**src/rtl/store_commit_buffer.sv**
```systemverilog
// In-order store buffer between ROB commit and the data-memory write port.
// Also forwards buffered store data to loads and stalls loads on partial overlap.
module store_commit_buffer #(
    parameter int unsigned DEPTH = 4
) (
    input  logic        clk,
    input  logic        reset,
    input  logic        commit_valid,
    input  logic [31:0] commit_addr,
    input  logic [31:0] commit_data,
    input  logic [2:0]  commit_width,
    output logic        commit_ready,
    output logic        misalign_err,
    output logic        mem_req,
    output logic [31:0] mem_addr,
    output logic [31:0] mem_wdata,
    output logic [3:0]  mem_wstrb,
    input  logic        mem_ack,
    input  logic        ld_valid,
    input  logic [31:0] ld_addr,
    input  logic [2:0]  ld_width,
    output logic        ld_fwd_hit,
    output logic [31:0] ld_fwd_data,
    output logic        ld_stall,
    output logic        empty
);
    localparam int unsigned PTR_W = $clog2(DEPTH);
    localparam int unsigned CNT_W = PTR_W + 1;

    typedef struct packed {
        logic [29:0] waddr;
        logic [31:0] wdata;
        logic [3:0]  strb;
    } entry_t;

    logic [PTR_W-1:0] head_q, head_d, tail_q, tail_d;
    logic [CNT_W-1:0] count_q, count_d;
    logic [DEPTH-1:0] valid_q, valid_d;
    logic             misalign_q, misalign_d;
    entry_t           entry_q [DEPTH];
    entry_t           entry_d [DEPTH];

    logic full, accept, legal, push, pop;
    logic [3:0]  cmt_strb, lmask, sel_strb;
    logic [31:0] cmt_wdata, sel_data;
    logic        found;
    logic [PTR_W-1:0] idx;
    logic        unused_ld_sign;

    function automatic logic [3:0] lane_mask(input logic [1:0] width, input logic [1:0] off);
        case (width)
            2'b00:   return 4'b0001 << off;
            2'b01:   return 4'b0011 << off;
            2'b10:   return 4'b1111;
            default: return 4'b0000;
        endcase
    endfunction

    assign unused_ld_sign = ld_width[2];

    assign full         = (count_q == CNT_W'(DEPTH));
    assign commit_ready = !full;
    assign empty        = (count_q == '0);
    assign mem_req      = !empty;
    assign mem_addr     = {entry_q[head_q].waddr, 2'b00};
    assign mem_wdata    = entry_q[head_q].wdata;
    assign mem_wstrb    = entry_q[head_q].strb;
    assign misalign_err = misalign_q;

    // Commit decode: legality, lane strobe and lane-replicated data.
    always_comb begin
        legal     = 1'b0;
        cmt_wdata = commit_data;
        case (commit_width)
            3'b000: begin legal = 1'b1;                      cmt_wdata = {4{commit_data[7:0]}};  end
            3'b001: begin legal = !commit_addr[0];           cmt_wdata = {2{commit_data[15:0]}}; end
            3'b010: begin legal = (commit_addr[1:0] == 2'b00); cmt_wdata = commit_data;          end
            default: legal = 1'b0;
        endcase
        cmt_strb = lane_mask(commit_width[1:0], commit_addr[1:0]);
        accept   = commit_valid && !full;
        push     = accept && legal;
        pop      = mem_req && mem_ack;
    end

    // Next-state for pointers, occupancy and entry storage.
    always_comb begin
        head_d     = head_q;
        tail_d     = tail_q;
        count_d    = count_q;
        valid_d    = valid_q;
        entry_d    = entry_q;
        misalign_d = accept && !legal;
        if (push) begin
            entry_d[tail_q] = '{waddr: commit_addr[31:2], wdata: cmt_wdata, strb: cmt_strb};
            valid_d[tail_q] = 1'b1;
            tail_d          = tail_q + PTR_W'(1);
        end
        if (pop) begin
            valid_d[head_q] = 1'b0;
            head_d          = head_q + PTR_W'(1);
        end
        case ({push, pop})
            2'b10:   count_d = count_q + CNT_W'(1);
            2'b01:   count_d = count_q - CNT_W'(1);
            default: count_d = count_q;
        endcase
    end

    always_ff @(posedge clk) begin
        if (!reset) begin
            head_q     <= '0;
            tail_q     <= '0;
            count_q    <= '0;
            valid_q    <= '0;
            misalign_q <= 1'b0;
        end else begin
            head_q     <= head_d;
            tail_q     <= tail_d;
            count_q    <= count_d;
            valid_q    <= valid_d;
            misalign_q <= misalign_d;
        end
    end

    // Payload storage needs no reset; valid bits gate every use.
    always_ff @(posedge clk) begin
        entry_q <= entry_d;
    end

    // Forwarding: scan oldest to youngest so the last match is the youngest.
    always_comb begin
        lmask    = lane_mask(ld_width[1:0], ld_addr[1:0]);
        found    = 1'b0;
        sel_strb = '0;
        sel_data = '0;
        idx      = '0;
        for (int i = 0; i < DEPTH; i++) begin
            idx = head_q + PTR_W'(i);
            if (valid_q[idx] && (entry_q[idx].waddr == ld_addr[31:2]) &&
                ((entry_q[idx].strb & lmask) != 4'b0000)) begin
                found    = 1'b1;
                sel_strb = entry_q[idx].strb;
                sel_data = entry_q[idx].wdata;
            end
        end
        ld_fwd_hit  = ld_valid && found && ((sel_strb & lmask) == lmask);
        ld_stall    = ld_valid && found && ((sel_strb & lmask) != lmask);
        ld_fwd_data = ld_fwd_hit ? sel_data : 32'h0;
    end

endmodule
```
**config.mk**
```make
export PLATFORM = sky130hd
export DESIGN_NAME = store_commit_buffer
export DESIGN_NICKNAME = d
export VERILOG_FILES = /design/src/rtl/store_commit_buffer.sv
export SDC_FILE = /design/constraint.sdc
export NUM_CORES = 1
export LEC_CHECK = 0
export CORE_MARGIN = 10
export CORE_UTILIZATION = 58
export DETAILED_ROUTE_END_ITERATION = 7
export PLACE_DENSITY = 0.83
export SLEW_MARGIN = 20
export SYNTH_ARGS = -nofsm -noshare
export SYNTH_HDL_FRONTEND = slang
export SYNTH_SLANG_ARGS = --single-unit
```
**constraint.sdc**
```tcl
create_clock -name clk -period 9.3 [get_ports clk]
set_clock_uncertainty 0.2 [all_clocks]
set_input_delay 0.93 -clock clk [delete_from_list [all_inputs] [get_ports clk]]
set_output_delay 0.93 -clock clk [all_outputs]
set_load 0.03 [all_outputs]
```
==> impl_metrics.yaml, run 1 <==
status:
  status: "complete, no violations"
yosys:
  synth_cells: 1526
  ys_ff_latch: 276
  synth_edf_count: 264
  synth.distinct_cells: 79
  yosys.area.top_type: "edfxtp_1"
  seq_area_frac_synth: 0.438
  async_flop_share: 0
  yosys_warnings: 0
  dominantRegCellSynth: "edfxtp_1"
  synthesis.area_um2: 18600
  synth_top_area_frac: 0.425
  synth_area_leaders: "edfxtp_1 43%, mux4_2 14%, mux2i_1 9.2%"
  syn_avg_cell_area_um2: 12.2
place:
  port_buffers: 209
  place_area_um2: 20800
  post-dp-hpwl_mm: 41.7
  dp.cells: 2022
  gp_congestion: 0.979
cells_and_area:
  final_common_cell: "edfxtp_1"
  nFillCells: 2174
  syn2layout_area_growth_pct: 17.0
  drive_above_1_share: 0.159
  multi_input_area_um2: 9780
  final_cell_mix: "264 x edfxtp_1, 209 x clkdlybuf4s50_1, 171 x mux2i_1"
  seqCellArea_um2: 8180
  final_area_um2: 21800
  stdcell_count: 2083
  fin_nets: 1769
  fin_util: 0.689
hold_path:
  hold_path_end: "count_q[2]"
  holdPathStages: 2
  hp-start: "count_q[2]"
  min_path_type: "register to register"
clock_tree:
  cts_buffer_depth: 3
  cts_tree: "built"
  cts_resized: 0
  cts_sinks: 276
  cts_root_buf: "clkbuf_16"
  htreeDepth: 1
  post_cts_buffers: 0
  clkLatencyLatePin_ns: 0.56
  cts_made_buffers: 29
  clkTransAtPathRegs_ns: 0.06
  holdBufCountCts: 0
power_and_ir_drop:
  sw_frac_of_total: 0.371
  power.leakage_nw: 6.94
  p_int_w: 0.00300
  peakVddDrop_mv: 0.193
  seqPwrFrac: 0.303
  comb_power_share: 0.453
  power_density_nw_per_um2: 219
  p_switching_w: 0.00177
  clkPwrFrac: 0.244
setup_path:
  worstSetupPathType: "register to primary output"
  worstPathArrival_ns: 7.14
  r2r_slack_ns: 6.58
  crit_fanout: 145
  regToRegStartpoint: "head_q[0]"
  regToRegEndpoint: "head_q[1]"
  ff2ff_path_depth: 5
  start_kind: "register"
  cp.required_ns: 8.17
  cp-end-kind: "primary output"
grt:
  grt_overflow_total: 0
  antenna_found_initial: 5
  grt_start_max_net_pins: 146
  grt_pass1_wl_mm: 89.2
  grtUsageTotal: 0.295
  grt_pass1_vias: 14400
sta:
  finalMaxSlewViolations: 0
  rsz0062_at_grt: "no"
  fmax_ghz: 0.121
  tightest_slew_ns: 1.14
  fin_crit_ns: 8.27
  relSlewSlack: 0.242
  finalCritPeriodShare: 0.889
  setup_viol: 0
  setup_tns_ns: 0
  hold_ws_ns: 0.341
  hold_violations: 0
detailed_routing:
  vias_per_cell: 7.05
  drc: 0
  wl_mm: 59.9
  num_vias: 14700
  first_iter_violations: 1862
  wl_per_cell_um: 28.8
  dr.pass1.iters: 5
  ant_nets: 0
floorplanning:
  fp-row-count: 65
  die_h_um: 199
  ioPinCount: 213
  core-area_um2: 31600
  fp.dieArea_um2: 39700
  die-width_um: 199
  start_util: 0.589
run:
  drv_cap: 0
[how the worst max path moves through the flow]
stage / startpoint / end / depth (start not counted)
after floorplan: head_q[0] / ld_fwd_data[22] / 24
after global placement: head_q[0] / ld_fwd_data[16] / 11
after detailed placement: head_q[0] / ld_fwd_data[18] / 11
after CTS: head_q[0] / ld_fwd_data[18] / 11
after global routing: head_q[0] / ld_fwd_data[30] / 15
final: head_q[0] / ld_fwd_data[30] / 14
[routing by layer]
layer	wire, um	global-route usage	vias to the layer above
met5	0	0	-
met4	2260	0.101	0
met3	6670	0.0579	156
met2	28300	0.476	984
met1	22700	0.392	7253
li1	-	-	6282
[registers in the layout, summed over array words and instances, names as in the netlist]
name / cells
count_q: 3
entry_q: 264
head_q: 2
misalign_err: 1
tail_q: 2
valid_q: 4
[cells by family after synthesis]
group | synth area share
adder cells (fa/ha/maj) | 0.00712
multiplexers | 0.271
AO/OA/AOI/OAI | 0.111
buffers and inverters | 0.0391
other | 0.000201
flip-flops | 0.438
XOR/XNOR | 0.0498
AND/OR/NAND/NOR | 0.0843
[cell usage after synthesis (5+ instances only)]
library cell	instances
edfxtp_1	264
mux2i_1	171
mux4_2	114
o21ai_0	112
nand2_1	97
xnor2_1	81
clkbuf_1	77
mux2_2	65
nor2_1	54
o22ai_1	48
a21oi_1	37
and3_1	37
a221oi_1	36
buf_1	26
xor2_1	25
nor3_1	21
inv_1	20
buf_2	16
nand3_1	14
and2_1	13
dfxtp_1	12
buf_4	11
nor2b_1	11
nor4_1	11
nand4_1	10
buf_6	9
ha_1	9
nand2b_1	8
a2111oi_0	6
o32ai_1	6
or3_1	6
a211o_1	5
a211oi_1	5
a22oi_1	5
o211a_1	5
o21a_1	5
o221ai_1	5
[power groups by stage]
stage | sequential (W) | combinational, W | clock [W]
2_1_floorplan | 0.00143 | 0.00158 | 0
3_3_place_gp | 0.00147 | 0.00206 | 0
3_5_place_dp | 0.00147 | 0.00211 | 0
4_1_cts | 0.00145 | 0.00212 | 0.00117
5_1_grt | 0.00145 | 0.00228 | 0.00123
6_report | 0.00145 | 0.00216 | 0.00117
[layout make-up]
class / count / share of cell area
Antenna cell: 6 / 0.000688
Clock buffer: 38 / 0.0357
Clock inverter: 16 / 0.00803
Inverter: 21 / 0.00361
Multi-Input combinational cell: 1091 / 0.448
Sequential cell: 276 / 0.375
Tap cell: 402 / 0.0231
Timing Repair Buffer: 233 / 0.106
[worst max-delay path, stage by stage, from the launching register on]
cell             delay [ns]
dfxtp_4                0.79
buf_12                 0.69
mux2i_1                0.35
mux2_2                 0.35
a22oi_1                0.43
nand4_1                0.17
or4_1                  0.58
or3_2                  0.79
buf_4                  0.41
o21ai_0                0.24
a21oi_1                0.11
nor4_4                 0.14
buf_4                  0.35
and3_1                 0.24
clkdlybuf4s50_1        0.68
[stage by stage]
step	power [W]	setup WS, ns
detailed placement	0.00358	1.56
floorplan	0.00301	1.80
global placement	0.00353	1.76
CTS	0.00474	0.967
finish	0.00477	1.03
global route	0.00496	0.628
Note: power is estimated with default switching activity, not from simulation.
==> inputs of run 2 (changes only) <==
--- a/config.mk
+++ b/config.mk
@@ -5,7 +5,6 @@
 export SDC_FILE = /design/constraint.sdc
 export NUM_CORES = 1
 export LEC_CHECK = 0
-export CORE_MARGIN = 10
 export CORE_UTILIZATION = 58
 export DETAILED_ROUTE_END_ITERATION = 7
 export PLACE_DENSITY = 0.83
==> impl_metrics.yaml, run 2 (synthesis results as in run 1) <==
sta:
  finalMaxSlewViolations: 0
  setup_tns_ns: 0
  hold_violations: 0
  relSlewSlack: 0.281
  setup_viol: 0
  finalCritPeriodShare: 0.906
  fin_crit_ns: 8.43
  rsz0062_at_grt: "no"
  fmax_ghz: 0.119
  hold_ws_ns: 0.344
  tightest_slew_ns: 1.08
setup_path:
  critPathTopFamily: "buffers and inverters"
  slowest_delay_ns: 0.91
  crit_chain: "inv_1, ha_4, buf_12, mux4_2, xnor2_1, nand2_1, nor4_1, nand2_1, or3_2, buf_4, a211o_1, o22ai_1, nor4_4, buf_4, and3_1, clkdlybuf4s50_1"
  cp.buffers_inverters: 5
  crit_fanout: 123
  r2r_slack_ns: 6.05
  worstSetupPathType: "register to primary output"
  cp.required_ns: 8.17
  critical_path.slowest_cell: "dfxtp_4"
  cp-end-kind: "primary output"
  worstPathArrival_ns: 7.30
  start_kind: "register"
floorplanning:
  ioPinCount: 213
  fp-row-count: 65
  die_h_um: 181
  core-area_um2: 31600
  start_util: 0.591
  die-width_um: 181
  fp.dieArea_um2: 32900
clock_tree:
  cts_sinks: 276
  cts_resized: 0
  cts_tree: "built"
  post_cts_buffers: 0
  holdBufCountCts: 0
  clkLatencyLatePin_ns: 0.60
  cts_root_buf: "clkbuf_16"
  htreeDepth: 1
  cts_made_buffers: 30
  cts_buffer_depth: 3
  clkTransAtPathRegs_ns: 0.06
cells_and_area:
  regMostFlops: "entry_q"
  reg.largest.list: "entry_q: 264 flops, valid_q: 4 flops, count_q: 3 flops"
  drive_above_1_share: 0.157
  nFillCells: 2200
  largest_reg_flops: 264
  fin_nets: 1767
  final_cell_mix: "264 x edfxtp_1, 209 x clkdlybuf4s50_1, 171 x mux2i_1"
  final_common_cell: "edfxtp_1"
  syn2layout_area_growth_pct: 17.2
place:
  post-dp-hpwl_mm: 39.1
  gp_congestion: 0.984
  port_buffers: 209
power_and_ir_drop:
  power_density_nw_per_um2: 220
  peakVddDrop_mv: 0.220
  power.leakage_nw: 6.96
detailed_routing:
  first_iter_violations: 2029
  ant_nets: 0
  wl_mm: 56.4
  drc: 0
  dr.pass1.iters: 8
  wl_per_cell_um: 27.2
  num_vias: 14600
  vias_per_cell: 7.05
grt:
  antenna_found_initial: 0
  grt_overflow_total: 0
  grt_pass1_vias: 14100
  grt_pass1_wl_mm: 85.8
  grtUsageTotal: 0.342
  grt_start_max_net_pins: 124
hold_path:
  min_path_type: "register to register"
run:
  drv_cap: 0
status:
  status: "complete, no violations"
run 2: cell count changes in the layout (fill, tap and decap cells not counted), moves of 2 or more:
cell / change
clkbuf_1: -2
clkbuf_8: -2
diode_2: -5
buf_4: -3
clkinvlp_4: -2
clkinv_1: +4
bufinv_16: +2
run 2: where the power goes:
part	total [W]	leakage [nW]	switching (W)	internal, W
Combinational	0.00211	3.97	0.00118	0.000925
Sequential	0.00145	2.48	0.0000616	0.00139
Clock	0.00124	0.501	0.000507	0.000734
Total	0.00480	6.96	0.00175	0.00305
run 2: path summary, 6_finish.rpt:
path	to	cells past startpoint	startpoint
worst max-delay path	ld_fwd_data[17]	16	head_q[0]
worst min-delay path	count_q[2]	2	count_q[2]
worst max register to register	valid_q[1]	5	head_q[0]
worst min register to register	count_q[2]	2	count_q[2]
run 2: worst min-delay path: cells and delay by family, from the launching register on:
| family | cells | cell delay [ns] |
|---|---|---|
| flops | 1 | 0.33 |
| compound gates | 2 | 0.16 |
run 2: area by class of cell:
cell class	instances	area (um^2)	area share
flip-flops and latches	276	8180	0.374
well taps	402	503	0.0230
repair buffers	230	2270	0.104
multi-input cells	1091	9780	0.448
diodes	1	2.50	0.000115
inverters	21	78.8	0.00361
clock inverters	21	260	0.0119
clock buffers	35	769	0.0352
run 2: metal layers:
metal	GRT usage	vias to the layer above	share of wire
met5	0	-	0
li1	-	6276	-
met2	0.568	909	0.48
met4	0.0773	0	0.025
met3	0.0472	111	0.097
met1	0.480	7351	0.39
run 2: metrics by stage:
stage	total power [W]	utilization	area [um^2]	instances	worst slack, ns
finish	0.00480	0.692	21800	2077	0.872
global route	0.00497	0.692	21800	2076	0.617
CTS	0.00478	0.692	21800	2076	0.988
detailed placement	0.00354	0.659	20800	2020	1.64
global placement	0.00350	0.659	20800	2020	1.76
floorplan	0.00301	-	18600	1527	1.80
==> inputs of run 3 (changes only) <==
--- a/config.mk
+++ b/config.mk
@@ -5,8 +5,10 @@
 export SDC_FILE = /design/constraint.sdc
 export NUM_CORES = 1
 export LEC_CHECK = 0
+export CAP_MARGIN = 30
 export CORE_UTILIZATION = 58
 export DETAILED_ROUTE_END_ITERATION = 7
+export GPL_ROUTABILITY_DRIVEN = 0
 export PLACE_DENSITY = 0.83
 export SLEW_MARGIN = 20
 export SYNTH_ARGS = -nofsm -noshare
==> impl_metrics.yaml, run 3 (synthesis results as in run 1) <==
power_and_ir_drop:
  power_w: 0.00467
  power.leakage_nw: 6.97
  power_density_nw_per_um2: 214
  peakVddDrop_mv: 0.153
cells_and_area:
  regMostFlops: "entry_q"
  drive_above_1_share: 0.157
  syn2layout_area_growth_pct: 17.3
  fin_util: 0.693
  reg.largest.list: "entry_q: 264 flops, valid_q: 4 flops, count_q: 3 flops"
  fin_nets: 1773
  largest_reg_flops: 264
  final_common_cell: "edfxtp_1"
  final_cell_mix: "264 x edfxtp_1, 209 x clkdlybuf4s50_1, 171 x mux2i_1"
  final_area_um2: 21900
  nFillCells: 2141
clock_tree:
  cts_sinks: 276
  post_cts_buffers: 0
  htreeDepth: 1
  clkLatencyLatePin_ns: 0.55
  cts_resized: 0
  cts_made_buffers: 29
  cts_root_buf: "clkbuf_16"
  holdBufCountCts: 0
  clkTransAtPathRegs_ns: 0.06
  cts_tree: "built"
  cts_buffer_depth: 3
setup_path:
  worstPathArrival_ns: 6.98
  cp-end-kind: "primary output"
  critical_path.slowest_cell: "a2111oi_2"
  regToRegStartpoint: "count_q[0]"
  cp.required_ns: 8.17
  start_kind: "register"
  regToRegEndpoint: "entry_q[131]"
  r2r_slack_ns: 6.52
  cp.depth: 15
  worstSetupPathType: "register to primary output"
  crit_chain: "buf_16, buf_4, buf_16, mux2i_1, mux2i_1, xnor2_1, nand3_1, a2111oi_2, nand2_1, nor3_4, buf_4, a221oi_1, o22ai_1, and3_1, clkdlybuf4s50_1"
  slowest_delay_ns: 0.90
  cp.buffers_inverters: 5
  ff2ff_path_depth: 5
  crit_fanout: 46
  critPathTopFamily: "buffers and inverters"
hold_path:
  min_path_type: "register to register"
  holdPathStages: 1
  hold_path_end: "valid_q[2]"
  hp-start: "valid_q[2]"
floorplanning:
  fp-row-count: 65
  ioPinCount: 213
  core-area_um2: 31600
  die-width_um: 181
  start_util: 0.591
  die_h_um: 181
  fp.dieArea_um2: 32900
sta:
  setup_viol: 0
  hold_violations: 0
  fin_crit_ns: 8.11
  setup_tns_ns: 0
  finalMaxSlewViolations: 0
  fmax_ghz: 0.123
  tightest_slew_ns: 0.959
  rsz0062_at_grt: "no"
  relSlewSlack: 0.359
  finalCritPeriodShare: 0.872
grt:
  grt_start_max_net_pins: 93
  grt_pass1_wl_mm: 81.2
  grtUsageTotal: 0.320
  antenna_found_initial: 2
  grt_pass1_vias: 14500
  grt_overflow_total: 0
detailed_routing:
  vias_per_cell: 7.05
  drc: 0
  first_iter_violations: 1765
  dr.pass1.iters: 6
  wl_per_cell_um: 25.5
  num_vias: 14700
  wl_mm: 53.1
  ant_nets: 0
run:
  drv_cap: 0
place:
  place_area_um2: 20900
  port_buffers: 209
  post-dp-hpwl_mm: 36.5
status:
  status: "complete, no violations"
run 3: worst max path at each step:
stage | slack [ns] | start | to
floorplan | 1.80 | head_q[0] | ld_fwd_data[22]
global placement | 1.68 | head_q[0] | ld_fwd_data[24]
detailed placement | 1.47 | head_q[0] | ld_fwd_data[14]
CTS | 0.86 | head_q[0] | ld_fwd_data[14]
global route | 0.83 | head_q[0] | ld_fwd_data[29]
finish | 1.19 | head_q[0] | ld_fwd_data[29]
run 3: final cells by class:
class                      instances  area, um^2  share of cell area
antenna                            1        2.50            0.000114
multi-input combinational       1091        9780               0.447
timing repair buffer             237        2430               0.111
clock inverter                    14         124             0.00566
inverter                          21        78.8             0.00360
clock buffer                      39         783              0.0358
sequential                       276        8180               0.374
tap                              402         503              0.0230
run 3: worst register-to-register path, cell delays in order (launching register included):
cell	delay, ns
dfxtp_1	0.36
inv_1	0.10
nand3_1	0.12
and3_1	0.37
and2_4	0.53
buf_4	0.68
run 3: power by group:
part / internal [W] / total, W / switching [W]
Combinational: 0.000948 / 0.00214 / 0.00119
Sequential: 0.00139 / 0.00143 / 0.0000390
Clock: 0.000644 / 0.00111 / 0.000463
Total: 0.00298 / 0.00467 / 0.00169
run 3: per-stage QoR:
stage	worst slack, ns	hold WS (ns)	instances
detailed placement	1.47	0.309	2023
floorplan	1.80	0.273	1527
CTS	0.861	0.322	2076
global placement	1.68	0.295	2020
finish	1.19	0.320	2081
global route	0.827	0.351	2081
run 3: per-layer routing:
metal  up-vias  GRT usage  part of all wire
met4         0      0.136             0.042
met3       188     0.0643              0.12
li1       6293          -                 -
met5         -          0                 0
met1      7161      0.428              0.37
met2      1036      0.511              0.47
